<file path="src/rtl/uart_pkg.sv">
// Shared types and constants for the UART receive/transmit control blocks.
package uart_pkg;

  typedef enum logic [1:0] {
    IDLE    = 2'd0,
    READ    = 2'd1,
    CAPTURE = 2'd2,
    HOLD    = 2'd3
  } rx_ctrl_state_t;

  localparam logic PARITY_EVEN = 1'b0;
  localparam logic PARITY_ODD  = 1'b1;

  localparam int unsigned DEFAULT_DIV = 16;

endpackage

</file>
<file path="src/rtl/uart_baud_gen.sv">
// Divisor counter producing a one-cycle tick every max(div,1) clocks while enabled.
module uart_baud_gen
  import uart_pkg::*;
#(
  parameter int DIV_W = 16
) (
  input  logic             clk,
  input  logic             reset,
  input  logic             en_i,
  input  logic [DIV_W-1:0] div_i,
  output logic             tick_o
);

  logic [DIV_W-1:0] cnt_q;
  logic [DIV_W-1:0] div_q;
  logic             tick_q;
  logic [DIV_W-1:0] lim;

  // div_q only reloads at a wrap (or while idle) so a new divisor never cuts a period short
  assign lim = (div_q == '0) ? DIV_W'(1) : div_q;

  always_ff @(posedge clk or posedge reset) begin
    if (reset) begin
      cnt_q  <= '0;
      div_q  <= DIV_W'(DEFAULT_DIV);
      tick_q <= 1'b0;
    end else if (!en_i) begin
      cnt_q  <= '0;
      div_q  <= div_i;
      tick_q <= 1'b0;
    end else if (cnt_q == lim - DIV_W'(1)) begin
      cnt_q  <= '0;
      div_q  <= div_i;
      tick_q <= 1'b1;
    end else begin
      cnt_q  <= cnt_q + DIV_W'(1);
      tick_q <= 1'b0;
    end
  end

  assign tick_o = tick_q;

endmodule

</file>
<file path="src/rtl/uart_rx_ctrl.sv">
// Receive-side UART controller: baud tick, config forwarding, byte drain FSM,
// host valid/ready holding register, saturating error counters and interrupt.
module uart_rx_ctrl
  import uart_pkg::*;
#(
  parameter int DIV_W = 16,
  parameter int CNT_W = 8
) (
  input  logic             clk,
  input  logic             reset,
  input  logic             cfg_en,
  input  logic [DIV_W-1:0] cfg_div,
  input  logic             cfg_parity_en,
  input  logic             cfg_parity_type,
  input  logic [1:0]       cfg_thr_val,
  input  logic             irq_rx_en,
  input  logic             irq_err_en,
  input  logic             err_clr,
  output logic             rx_bclk,
  output logic             rx_en,
  output logic             read_en,
  output logic             parity_en,
  output logic             parity_type,
  output logic [1:0]       rx_thr_val,
  input  logic [7:0]       rx_data,
  input  logic             rx_fre,
  input  logic             rx_pe,
  input  logic             rx_ov,
  input  logic             rx_thr,
  output logic             out_valid,
  input  logic             out_ready,
  output logic [7:0]       out_data,
  output logic             out_fe,
  output logic             out_pe,
  output logic             out_ov,
  output logic [CNT_W-1:0] fe_count,
  output logic [CNT_W-1:0] pe_count,
  output logic             err_sticky,
  output logic             irq
);

  rx_ctrl_state_t   state_q;
  logic             read_en_q, out_valid_q;
  logic [7:0]       out_data_q;
  logic             out_fe_q, out_pe_q, out_ov_q;
  logic             rx_en_q, parity_en_q, parity_type_q;
  logic [1:0]       rx_thr_val_q;
  logic [CNT_W-1:0] fe_cnt_q, fe_cnt_d, pe_cnt_q, pe_cnt_d;
  logic             sticky_q, sticky_d;
  logic             irq_q, irq_d;
  logic             capture;

  uart_baud_gen #(.DIV_W(DIV_W)) u_baud (
    .clk    (clk),
    .reset  (reset),
    .en_i   (cfg_en),
    .div_i  (cfg_div),
    .tick_o (rx_bclk)
  );

  always_ff @(posedge clk or posedge reset) begin
    if (reset) begin
      rx_en_q       <= 1'b0;
      parity_en_q   <= 1'b0;
      parity_type_q <= PARITY_EVEN;
      rx_thr_val_q  <= 2'b00;
    end else begin
      rx_en_q       <= cfg_en;
      parity_en_q   <= cfg_parity_en;
      parity_type_q <= cfg_parity_type;
      rx_thr_val_q  <= cfg_thr_val;
    end
  end

  always_ff @(posedge clk or posedge reset) begin
    if (reset) begin
      state_q     <= IDLE;
      read_en_q   <= 1'b0;
      out_valid_q <= 1'b0;
      out_data_q  <= 8'h00;
      out_fe_q    <= 1'b0;
      out_pe_q    <= 1'b0;
      out_ov_q    <= 1'b0;
    end else if (!cfg_en) begin
      // disabling abandons any byte in flight; out_* keep stale data but are not valid
      state_q     <= IDLE;
      read_en_q   <= 1'b0;
      out_valid_q <= 1'b0;
    end else begin
      case (state_q)
        IDLE: begin
          if (rx_thr) begin
            state_q   <= READ;
            read_en_q <= 1'b1;
          end
        end
        READ: begin
          state_q   <= CAPTURE;
          read_en_q <= 1'b0;
        end
        CAPTURE: begin
          state_q     <= HOLD;
          out_valid_q <= 1'b1;
          out_data_q  <= rx_data;
          out_fe_q    <= rx_fre;
          out_pe_q    <= rx_pe;
          out_ov_q    <= rx_ov;
        end
        HOLD: begin
          if (out_ready) begin
            state_q     <= IDLE;
            out_valid_q <= 1'b0;
          end
        end
        default: state_q <= IDLE;
      endcase
    end
  end

  assign capture = cfg_en && (state_q == CAPTURE);

  // clear is applied first so an error captured in the same cycle still counts
  always_comb begin
    fe_cnt_d = err_clr ? '0 : fe_cnt_q;
    pe_cnt_d = err_clr ? '0 : pe_cnt_q;
    sticky_d = err_clr ? 1'b0 : sticky_q;
    if (capture) begin
      if (rx_fre && fe_cnt_d != {CNT_W{1'b1}}) fe_cnt_d = fe_cnt_d + CNT_W'(1);
      if (rx_pe  && pe_cnt_d != {CNT_W{1'b1}}) pe_cnt_d = pe_cnt_d + CNT_W'(1);
      sticky_d = sticky_d | rx_fre | rx_pe | rx_ov;
    end
  end

  assign irq_d = (out_valid_q & irq_rx_en) | (sticky_q & irq_err_en);

  always_ff @(posedge clk or posedge reset) begin
    if (reset) begin
      fe_cnt_q <= '0;
      pe_cnt_q <= '0;
      sticky_q <= 1'b0;
      irq_q    <= 1'b0;
    end else begin
      fe_cnt_q <= fe_cnt_d;
      pe_cnt_q <= pe_cnt_d;
      sticky_q <= sticky_d;
      irq_q    <= irq_d;
    end
  end

  assign rx_en       = rx_en_q;
  assign read_en     = read_en_q;
  assign parity_en   = parity_en_q;
  assign parity_type = parity_type_q;
  assign rx_thr_val  = rx_thr_val_q;
  assign out_valid   = out_valid_q;
  assign out_data    = out_data_q;
  assign out_fe      = out_fe_q;
  assign out_pe      = out_pe_q;
  assign out_ov      = out_ov_q;
  assign fe_count    = fe_cnt_q;
  assign pe_count    = pe_cnt_q;
  assign err_sticky  = sticky_q;
  assign irq         = irq_q;

endmodule

</file>
<file path="config.mk">
export PLATFORM = sky130hd
export DESIGN_NAME = uart_rx_ctrl
export DESIGN_NICKNAME = d
export VERILOG_FILES = /design/src/rtl/uart_pkg.sv /design/src/rtl/uart_baud_gen.sv /design/src/rtl/uart_rx_ctrl.sv
export SDC_FILE = /design/constraint.sdc
export NUM_CORES = 1
export LEC_CHECK = 0
export CORE_MARGIN = 8
export CORE_UTILIZATION = 40
export CTS_CLUSTER_SIZE = 14
export DETAILED_ROUTE_END_ITERATION = 7
export GPL_TIMING_DRIVEN = 0
export PLACE_DENSITY = 0.67
export SLEW_MARGIN = 20
export SYNTH_ARGS = -nofsm -noshare
export SYNTH_HDL_FRONTEND = slang
export SYNTH_HIERARCHICAL = 1
export SYNTH_SLANG_ARGS = --single-unit
</file>
<file path="constraint.sdc">
create_clock -name clk -period 11.3 [get_ports clk]
set_input_delay 2.26 -clock clk [delete_from_list [all_inputs] [get_ports clk]]
set_output_delay 2.26 -clock clk [all_outputs]
set_load 0.02 [all_outputs]
</file>
Yosys cells after proc, flatten, opt, wreduce, memory -nomap -nowiden
Index checks and enable logic that the tools add are counted.
W data, S select, Z words.
- add/sub/neg operators: 4
- bitwise logic cells: 6
- equality and inequality tests: 11
- reduce and logical (&&, ||, !) cells: 9
- multiplexer cells: 25
- operator list (operator ; number):
    $mux W16 ; 5
    $mux W8 ; 6
    $add A16 B1 Y16 const B ; 1
    $add A8 B1 Y8 const B ; 2
    $eq A16 B16 Y1 ; 1
    $logic_not A16 Y1 ; 1
    $ne A8 B8 Y1 const B ; 2
    $sub A16 B1 Y16 const B ; 1
    $mux W1 ; 8
    $pmux W2 S4 ; 1
    $reduce_and A2 Y1 ; 4
    $mux W2 ; 3
    $ne A3 B1 Y1 const B ; 2
    $ne A3 B3 Y1 const B ; 2
    $eq A2 B2 Y1 const B ; 2
    $or A1 B1 Y1 ; 4
    $pmux W1 S2 ; 2
    $logic_and A1 B1 Y1 ; 3
    $and A1 B1 Y1 ; 2
    $eq A2 B1 Y1 const B ; 1
    $logic_not A2 Y1 ; 1
    $ne A2 B1 Y1 const B ; 1
- input bits: 39
- word-level logic and storage cells: 73
- register bits after elaboration: 71

Logic depth before layout (Yosys ltp)
Gate-level depths: netlist (run 1).
- depth in word-level cells: 6
- gate-level depth with buffers: 13

Cells and area by module
Netlist (run 1), hierarchy kept.
- modules (own cells, without submodules) (module ; cells each ; seq. area each (µm²) ; area an instance (µm²) ; times used):
    uart_baud_gen ; 210 ; 827.0 ; 2117.0 ; 1
    uart_rx_ctrl ; 156 ; 950.9 ; 1734.2 ; 1

Worst setup path after synthesis (run 1)
OpenSTA, ideal clock, no wires.
- path type: register -> register
- start point: reg u_baud.div_q[7]
- end point: reg u_baud.div_q[10]
- path slack: 7.762 ns
- data required time: 11.175 ns
- library setup time: 0.125 ns
- arrival: 3.413 ns
- clock period less this slack: 3.538 ns
- cell stages (with the launch flop): 13
- path buffers: 2
- cells stage by stage: dfrtp_1 clkbuf_1 nor4_1 and3_1 a21oi_1 ha_1 o21ba_2 a221oi_1 a31oi_1 a211o_1 o41ai_4 buf_6 mux2_4
- longest elaborated chain between the ends: 5
- RTL lines (element ; line ; RTL):
    start: declaration ; uart_baud_gen.sv:15 ; logic [DIV_W-1:0] div_q;
    start signal: assignment ; uart_baud_gen.sv:25 ; div_q <= DIV_W'(DEFAULT_DIV);
    start signal: assignment ; uart_baud_gen.sv:29 ; div_q <= div_i;
    start signal: assignment ; uart_baud_gen.sv:33 ; div_q <= div_i;
    $logic_not A16 Y1 ; uart_baud_gen.sv:20 ; assign lim = (div_q == '0) ? DIV_W'(1) : div_q;
    $mux W16 * ; uart_baud_gen.sv:20 ;
    $sub A16 B1 Y16 * ; uart_baud_gen.sv:31 ; end else if (cnt_q == lim - DIV_W'(1)) begin
    $eq A16 B16 Y1 * ; uart_baud_gen.sv:31 ;
    $ne A2 B1 Y1 (no line) * ; n/a ;
Every way passes the cells marked *; elsewhere a longest branch is shown, timed or not.
A chain may end at the register's enable or synchronous reset.

Worst setup path in the final report (run 1)
- start point: reg u_baud.div_q[7]
- end point: reg u_baud.div_q[5]
Same word-level chain as after synthesis.

==> flow_summary.json, run 1 <==
{
  "status": "finished clean",
  "overflow": 0,
  "hold_violations": 0,
  "worstPathRequired_ns": 11.54,
  "synth_xor_area_frac": 0.0721,
  "synthDistinctLibCells": 63,
  "worst_slew_pin_slew_ns": 0.858,
  "p_leak_nw": 2.05,
  "synth_top_family_by_area": "simple AND/OR/NAND/NOR gates",
  "hpwl_um": 6960,
  "reg2reg_depth": 12,
  "hold_path.class": "reg -> reg",
  "grt_max_degree": 34,
  "seqCellArea_sq_um": 1780,
  "cpMaxStageDelayCell": "nor4_1",
  "clk_latency_ns": 0.35,
  "finalWorstSetupSlack_ns": 7.12,
  "cap_violations": 0,
  "tritoncts": "yes",
  "path_buf_inv": 2,
  "die_height_um": 114,
  "firstDrtPassIters": 4,
  "critPathMaxStageDelay_ns": 0.76,
  "place_congestion": 0.869,
  "clkTransAtPathRegs_ns": 0.07,
  "period_minus_slack_ns": 4.18,
  "fillers": 888,
  "drtAntennaViolNets": 0,
  "layout_commonest_cell": "clkdlybuf4s50_1",
  "grt_antenna_before_repair": 0,
  "vias": 3114,
  "critPathArrivalTime_ns": 4.42,
  "cts_setup_buffers": 0,
  "drive_above_1_share": 0.116,
  "p_int_mw": 0.518,
  "combPwrFrac": 0.256,
  "ys_ff_latch": 71,
  "crit_cells": 12,
  "syn_nets": 411,
  "crit_end": "u_baud/div_q[5]$_DFFE_PP0P_",
  "die_area_sq_um": 13000,
  "path_max_fanout": 10,
  "finalCritPeriodShare": 0.370,
  "net-switching-power_mw": 0.206,
  "p_sw_frac": 0.285,
  "detail_route.iter0.violations": 116,
  "setup_viol": 0,
  "r2r_end": "u_baud/div_q[5]$_DFFE_PP0P_",
  "ctsResizeCount": 0,
  "yosysSeqAreaShare": 0.462,
  "cts_hold_buffers": 0,
  "yosys.area_share.simple": 0.202,
  "fin_setup_tns_ns": 0,
  "crit_type": "reg -> reg",
  "start_kind": "flop",
  "layout_common_cells": "clkdlybuf4s50_1, dfrtp_1, nor2_1",
  "synth_edf_count": 0,
  "max-slew-margin-rel": 0.423,
  "avgSynthCellArea_sq_um": 10.5,
  "via_per_inst": 5.27,
  "clkSinkCount": 71,
  "cp_cell_sequence": "clkbuf_1 -> nor4_1 -> and3_1 -> a21oi_1 -> ha_1 -> o21ba_2 -> a221oi_1 -> a31oi_1 -> a211o_1 -> o41ai_4 -> buf_6 -> mux2_4",
  "synthMuxAreaShare": 0.0854,
  "r2r-start": "u_baud/div_q[7]$_DFFE_PP0P_",
  "cts_max_level": 3,
  "placeableCoreArea_sq_um": 9550,
  "synth_compound_area_frac": 0.120,
  "yosys.area_share.adder": 0.0195,
  "grt_pass1_wl_um": 15700,
  "root_buffer": "clkbuf_8",
  "routedWlPerCell_um": 16.0,
  "synth_cells": 366,
  "drt-total-wl_um": 9480,
  "cts_inserted_buffers": 9,
  "p_seq_frac": 0.426,
  "finClkSkew_ns": 0.00952,
  "final_nets": 498,
  "crit_start": "u_baud/div_q[7]$_DFFE_PP0P_",
  "fmax_mhz": 239,
  "cp_top_family": "compound AO/OA/AOI/OAI gates",
  "n_antenna_cell": 0,
  "initial_utilization": 0.403,
  "grt_usage": 0.152,
  "drc_errors": 0,
  "ys_warn_count": 6,
  "ys.flop_type": "dfrtp_1",
  "pre_cts_ws_ns": 7.20,
  "multi_input_area_sq_um": 1920,
  "fp-row-count": 36,
  "die_w_um": 114,
  "clockPowerShare": 0.318,
  "synthesis.area_sq_um": 3850,
  "area_growth_pct": 30.3,
  "grt_pass1_vias": 3267,
  "timing.final.max_slew_violations": 0,
  "numPortBuffers": 75,
  "async_reset_ff_frac": 1.00,
  "rrSetupSlack_ns": 7.12,
  "rsz0062_at_grt": "false",
  "p_per_area_nw_per_um2": 144,
  "cp-end-kind": "flop",
  "io_pins": 76,
  "cts.path.max_buffers": 2,
  "peakVddDrop_v": 0.000112
}
cells in the mapped netlist (2+ instances only):
| cell | count | area (sq um) |
|---|---|---|
| nand2_1 | 16 | 60.1 |
| nand2b_1 | 8 | 50.1 |
| o21bai_1 | 2 | 15.0 |
| o21ai_0 | 7 | 35.0 |
| buf_6 | 3 | 33.8 |
| clkbuf_1 | 12 | 45.0 |
| a41oi_1 | 4 | 35.0 |
| or2_2 | 2 | 12.5 |
| or3_1 | 2 | 12.5 |
| a211oi_1 | 6 | 45.0 |
| and3_1 | 14 | 87.6 |
| o22ai_1 | 3 | 18.8 |
| nor3_1 | 9 | 45.0 |
| nor2b_1 | 7 | 43.8 |
| xor2_1 | 16 | 140 |
| nand4_1 | 7 | 43.8 |
| mux2_4 | 10 | 150 |
| nor2_1 | 26 | 97.6 |
| mux2_1 | 6 | 67.6 |
| nand3b_1 | 3 | 22.5 |
| a21oi_1 | 12 | 60.1 |
| nor4b_1 | 2 | 17.5 |
| a311oi_1 | 5 | 43.8 |
| inv_1 | 14 | 52.6 |
| nor3b_1 | 2 | 15.0 |
| mux2_2 | 9 | 101 |
| nand3_1 | 20 | 100 |
| and4_1 | 2 | 17.5 |
| nor4_1 | 7 | 43.8 |
| xnor2_1 | 13 | 114 |
| buf_4 | 2 | 15.0 |
| a31oi_1 | 9 | 56.3 |
| ha_1 | 6 | 75.1 |
| dfrtp_1 | 70 | 1750 |
| o2111ai_1 | 2 | 17.5 |
area by class of cell:
class,count,area share
Inverter,14,0.0105
Clock inverter,3,0.0130
Clock buffer,13,0.0317
Multi-Input combinational cell,263,0.383
Tap cell,133,0.0332
Sequential cell,71,0.354
Buffer,18,0.0197
Timing Repair Buffer,76,0.155
stage by stage:
| step | instance area (sq um) | total power, mW | util | hold slack [ns] | cells |
|---|---|---|---|---|---|
| 5_1_grt | 5020 | 0.763 | 0.526 | 0.518 | 591 |
| 4_1_cts | 5020 | 0.735 | 0.526 | 0.491 | 591 |
| 3_3_place_gp | 4770 | 0.495 | 0.499 | 0.463 | 574 |
| 3_5_place_dp | 4800 | 0.500 | 0.502 | 0.472 | 575 |
| 6_report | 5020 | 0.724 | 0.526 | 0.489 | 591 |
| 2_1_floorplan | 3850 | 0.414 | - | 0.521 | 366 |
worst min-delay path by stage:
| stage | from | end | slack (ns) | cells past startpoint |
|---|---|---|---|---|
| global placement | out_pe$_DFFE_PP0N_ | out_pe$_DFFE_PP0N_ | 0.46 | 2 |
| CTS | out_pe$_DFFE_PP0N_ | out_pe$_DFFE_PP0N_ | 0.49 | 2 |
| finish | out_fe$_DFFE_PP0N_ | out_fe$_DFFE_PP0N_ | 0.49 | 2 |
| detailed placement | out_pe$_DFFE_PP0N_ | out_pe$_DFFE_PP0N_ | 0.47 | 2 |
| global route | out_pe$_DFFE_PP0N_ | out_pe$_DFFE_PP0N_ | 0.52 | 2 |
| floorplan | u_baud/cnt_q[0]$_DFF_PP0_ | u_baud/cnt_q[0]$_DFF_PP0_ | 0.52 | 1 |
power by group through the flow:
stage	sequential (mW)	combinational [mW]	clock, mW
final	0.309	0.185	0.230
after global routing	0.313	0.201	0.249
after CTS	0.309	0.188	0.238
after detailed placement	0.313	0.187	0
after global placement	0.312	0.183	0
after floorplan	0.339	0.0753	0
sequential cells by signal, summed over array words and instances (netlist names), 2 cells and up:
| name | count |
|---|---|
| fe_count | 8 |
| u_baud/cnt_q | 16 |
| rx_thr_val | 2 |
| state_q | 2 |
| u_baud/div_q | 16 |
| pe_count | 8 |
| out_data | 8 |
worst register-to-register path, stage by stage (launching register included):
cell	delay, ns
dfrtp_1	0.36
clkbuf_1	0.21
nor4_1	0.76
and3_1	0.34
a21oi_1	0.09
ha_1	0.29
o21ba_2	0.21
a221oi_1	0.29
a31oi_1	0.09
a211o_1	0.36
o41ai_4	0.48
buf_6	0.27
mux2_4	0.32
routing by layer:
metal | part of all wire | GRT usage | wire length, um | up-vias
met4 | 0.024 | 0.0683 | 232 | 0
met1 | 0.44 | 0.176 | 4130 | 1514
met2 | 0.47 | 0.245 | 4450 | 81
li1 | - | - | - | 1503
met5 | 0 | 0 | 0 | -
met3 | 0.070 | 0.0570 | 666 | 16
kinds of logic after synthesis:
group,Yosys count
flops,71
simple gates,138
compound gates,63
fa+ha+maj,6
xor+xnor,30
mux,26
buf+inv,32
Note: power is estimated with default switching activity, not from simulation.
==> inputs of run 2 (changes only) <==
clock period = 4.28 ns   (was 11.3 ns; I/O delays follow)
==> run 2 against run 1 <==
Sequential power increased to 2.6 times the previous value. Clock-buffer cell count unchanged. Global-route usage unchanged. Largest cell class unchanged. Highest routed layer unchanged.
==> flow_summary.json, run 2 (synthesis gave the netlist of run 1 again) <==
{
  "hold_path.class": "reg -> reg",
  "final_cells": 591,
  "tritoncts": "yes",
  "numPortBuffers": 75,
  "p_per_area_nw_per_um2": 380,
  "top_regs": "u_baud/cnt_q (16), u_baud/div_q (16)",
  "placeableCoreArea_sq_um": 9550,
  "path_max_fanout": 10,
  "hpwl_um": 6960,
  "dp_cells": 575,
  "hold_violations": 0,
  "drc_errors": 0,
  "max-slew-margin-rel": 0.533,
  "worstPathRequired_ns": 4.52,
  "cts.path.max_buffers": 2,
  "finClkSkew_ns": 0.00972,
  "crit_type": "reg -> reg",
  "drtAntennaViolNets": 0,
  "vias": 3145,
  "p_leak_nw": 2.06,
  "setup_viol": 0,
  "finalCritPeriodShare": 0.925,
  "drt-total-wl_um": 9520,
  "cp-end-kind": "flop",
  "cts_inserted_buffers": 9,
  "overflow": 0,
  "peakVddDrop_v": 0.000295,
  "timing.final.max_slew_violations": 0,
  "drive_above_1_share": 0.122,
  "cap_violations": 0,
  "area_growth_pct": 31.0,
  "detail_route.iter0.violations": 103,
  "die_height_um": 114,
  "rsz0062_at_grt": "false",
  "cts_setup_buffers": 0,
  "initial_utilization": 0.403,
  "period_minus_slack_ns": 3.96,
  "root_buffer": "clkbuf_8",
  "grt_max_degree": 34,
  "cts_max_level": 3,
  "clkSinkCount": 71,
  "firstDrtPassIters": 4,
  "fillers": 886,
  "fp-row-count": 36,
  "routedWlPerCell_um": 16.1,
  "status": "finished clean",
  "layout_common_cells": "clkdlybuf4s50_1, dfrtp_1, nor2_1",
  "place_congestion": 0.869,
  "layout_commonest_cell": "clkdlybuf4s50_1",
  "die_w_um": 114,
  "grt_pass1_wl_um": 15700,
  "die_area_sq_um": 13000,
  "critPathArrivalTime_ns": 4.19,
  "final_nets": 498,
  "worst_slew_pin_slew_ns": 0.699,
  "start_kind": "flop",
  "fmax_mhz": 253,
  "grt_antenna_before_repair": 0,
  "clk_latency_ns": 0.35,
  "fin_setup_tns_ns": 0,
  "n_antenna_cell": 0,
  "io_pins": 76,
  "grt_usage": 0.152,
  "clkTransAtPathRegs_ns": 0.07,
  "via_per_inst": 5.32,
  "grt_pass1_vias": 3267
}
==> run 2: stage by stage <==
| step | utilization | instance area [sq um] | hold WS [ns] | setup WS, ns | power (mW) |
|---|---|---|---|---|---|
| after floorplan | - | 3850 | 0.521 | 0.742 | 1.09 |
| after global placement | 0.499 | 4770 | 0.463 | 0.212 | 1.31 |
| after detailed placement | 0.502 | 4800 | 0.472 | 0.179 | 1.32 |
| after CTS | 0.526 | 5020 | 0.491 | 0.145 | 1.94 |
| after global routing | 0.528 | 5040 | 0.518 | 0.0555 | 2.02 |
| final | 0.528 | 5040 | 0.489 | 0.321 | 1.92 |
==> run 2: per-layer routing <==
layer  GRT usage  up-vias  wire length [um]
li1            -     1503                 -
met1       0.176     1538              4060
met2       0.245       88              4520
met3      0.0570       16               702
met4      0.0683        0               234
met5           0        -                 0
==> run 2: worst paths after layout <==
kind	slack [ns]	start	depth (start not counted)	endpoint
worst max-delay path	0.32	u_baud/div_q[7]$_DFFE_PP0P_	12	u_baud/div_q[5]$_DFFE_PP0P_
worst min-delay path	0.49	out_fe$_DFFE_PP0N_	2	out_fe$_DFFE_PP0N_
worst max register to register	0.32	u_baud/div_q[7]$_DFFE_PP0P_	12	u_baud/div_q[5]$_DFFE_PP0P_
worst min register to register	0.49	out_fe$_DFFE_PP0N_	2	out_fe$_DFFE_PP0N_
max in group asynchronous	2.84	reset	2	u_baud/cnt_q[2]$_DFF_PP0_
min in group asynchronous	0.87	reset	2	parity_en$_DFF_PP0_
==> run 2: repair_timing <==
item | in CTS | in global routing
hold buffers | 0 | 0
endpoints found under the setup margin | 0 | 22
hold endpoints to repair | 0 | 0
gates resized for setup | 0 | 4
==> run 2: critical path: stages, from the launching register on <==
cell and delay (ns):
dfrtp_1 0.36, clkbuf_1 0.22, nor4_2 0.56, and3_1 0.31, a21oi_1 0.09, ha_1 0.28, o21ba_2 0.21, a221oi_1 0.30
a31oi_1 0.09, a211o_1 0.34, o41ai_4 0.48, buf_6 0.27, mux2_4 0.31
==> run 2: report_power, final <==
part           switching, mW  internal [mW]  total (mW)
Clock                  0.247          0.360       0.607
Sequential            0.0619          0.754       0.816
Combinational          0.237          0.254       0.492
Total                  0.547           1.37        1.92
==> run 2: final cells by class <==
class / count / area (sq um) / area share
Inverter: 14 / 52.6 / 0.0104
Multi-Input combinational cell: 263 / 1950 / 0.386
Clock inverter: 3 / 65.1 / 0.0129
Buffer: 18 / 98.8 / 0.0196
Sequential cell: 71 / 1780 / 0.352
Clock buffer: 13 / 159 / 0.0315
Tap cell: 133 / 166 / 0.0330
Timing Repair Buffer: 76 / 778 / 0.154
==> inputs of run 3 (changes only) <==
SKIP_CTS_REPAIR_TIMING = 1   (was default)
clock period = 4.7 ns   (was 4.28 ns; I/O delays follow)
==> results of run 3 <==
Same layout as run 1 (identical final DEF). Status: finished clean.
Main changes from that run: setup slack after placement 7.20 ns -> 0.599 ns; setup slack after layout 7.12 ns -> 0.518 ns; register-to-register setup slack 7.12 ns -> 0.52 ns; total power 0.724 mW -> 1.74 mW; worst IR drop on VDD 0.000112 V -> 0.000269 V
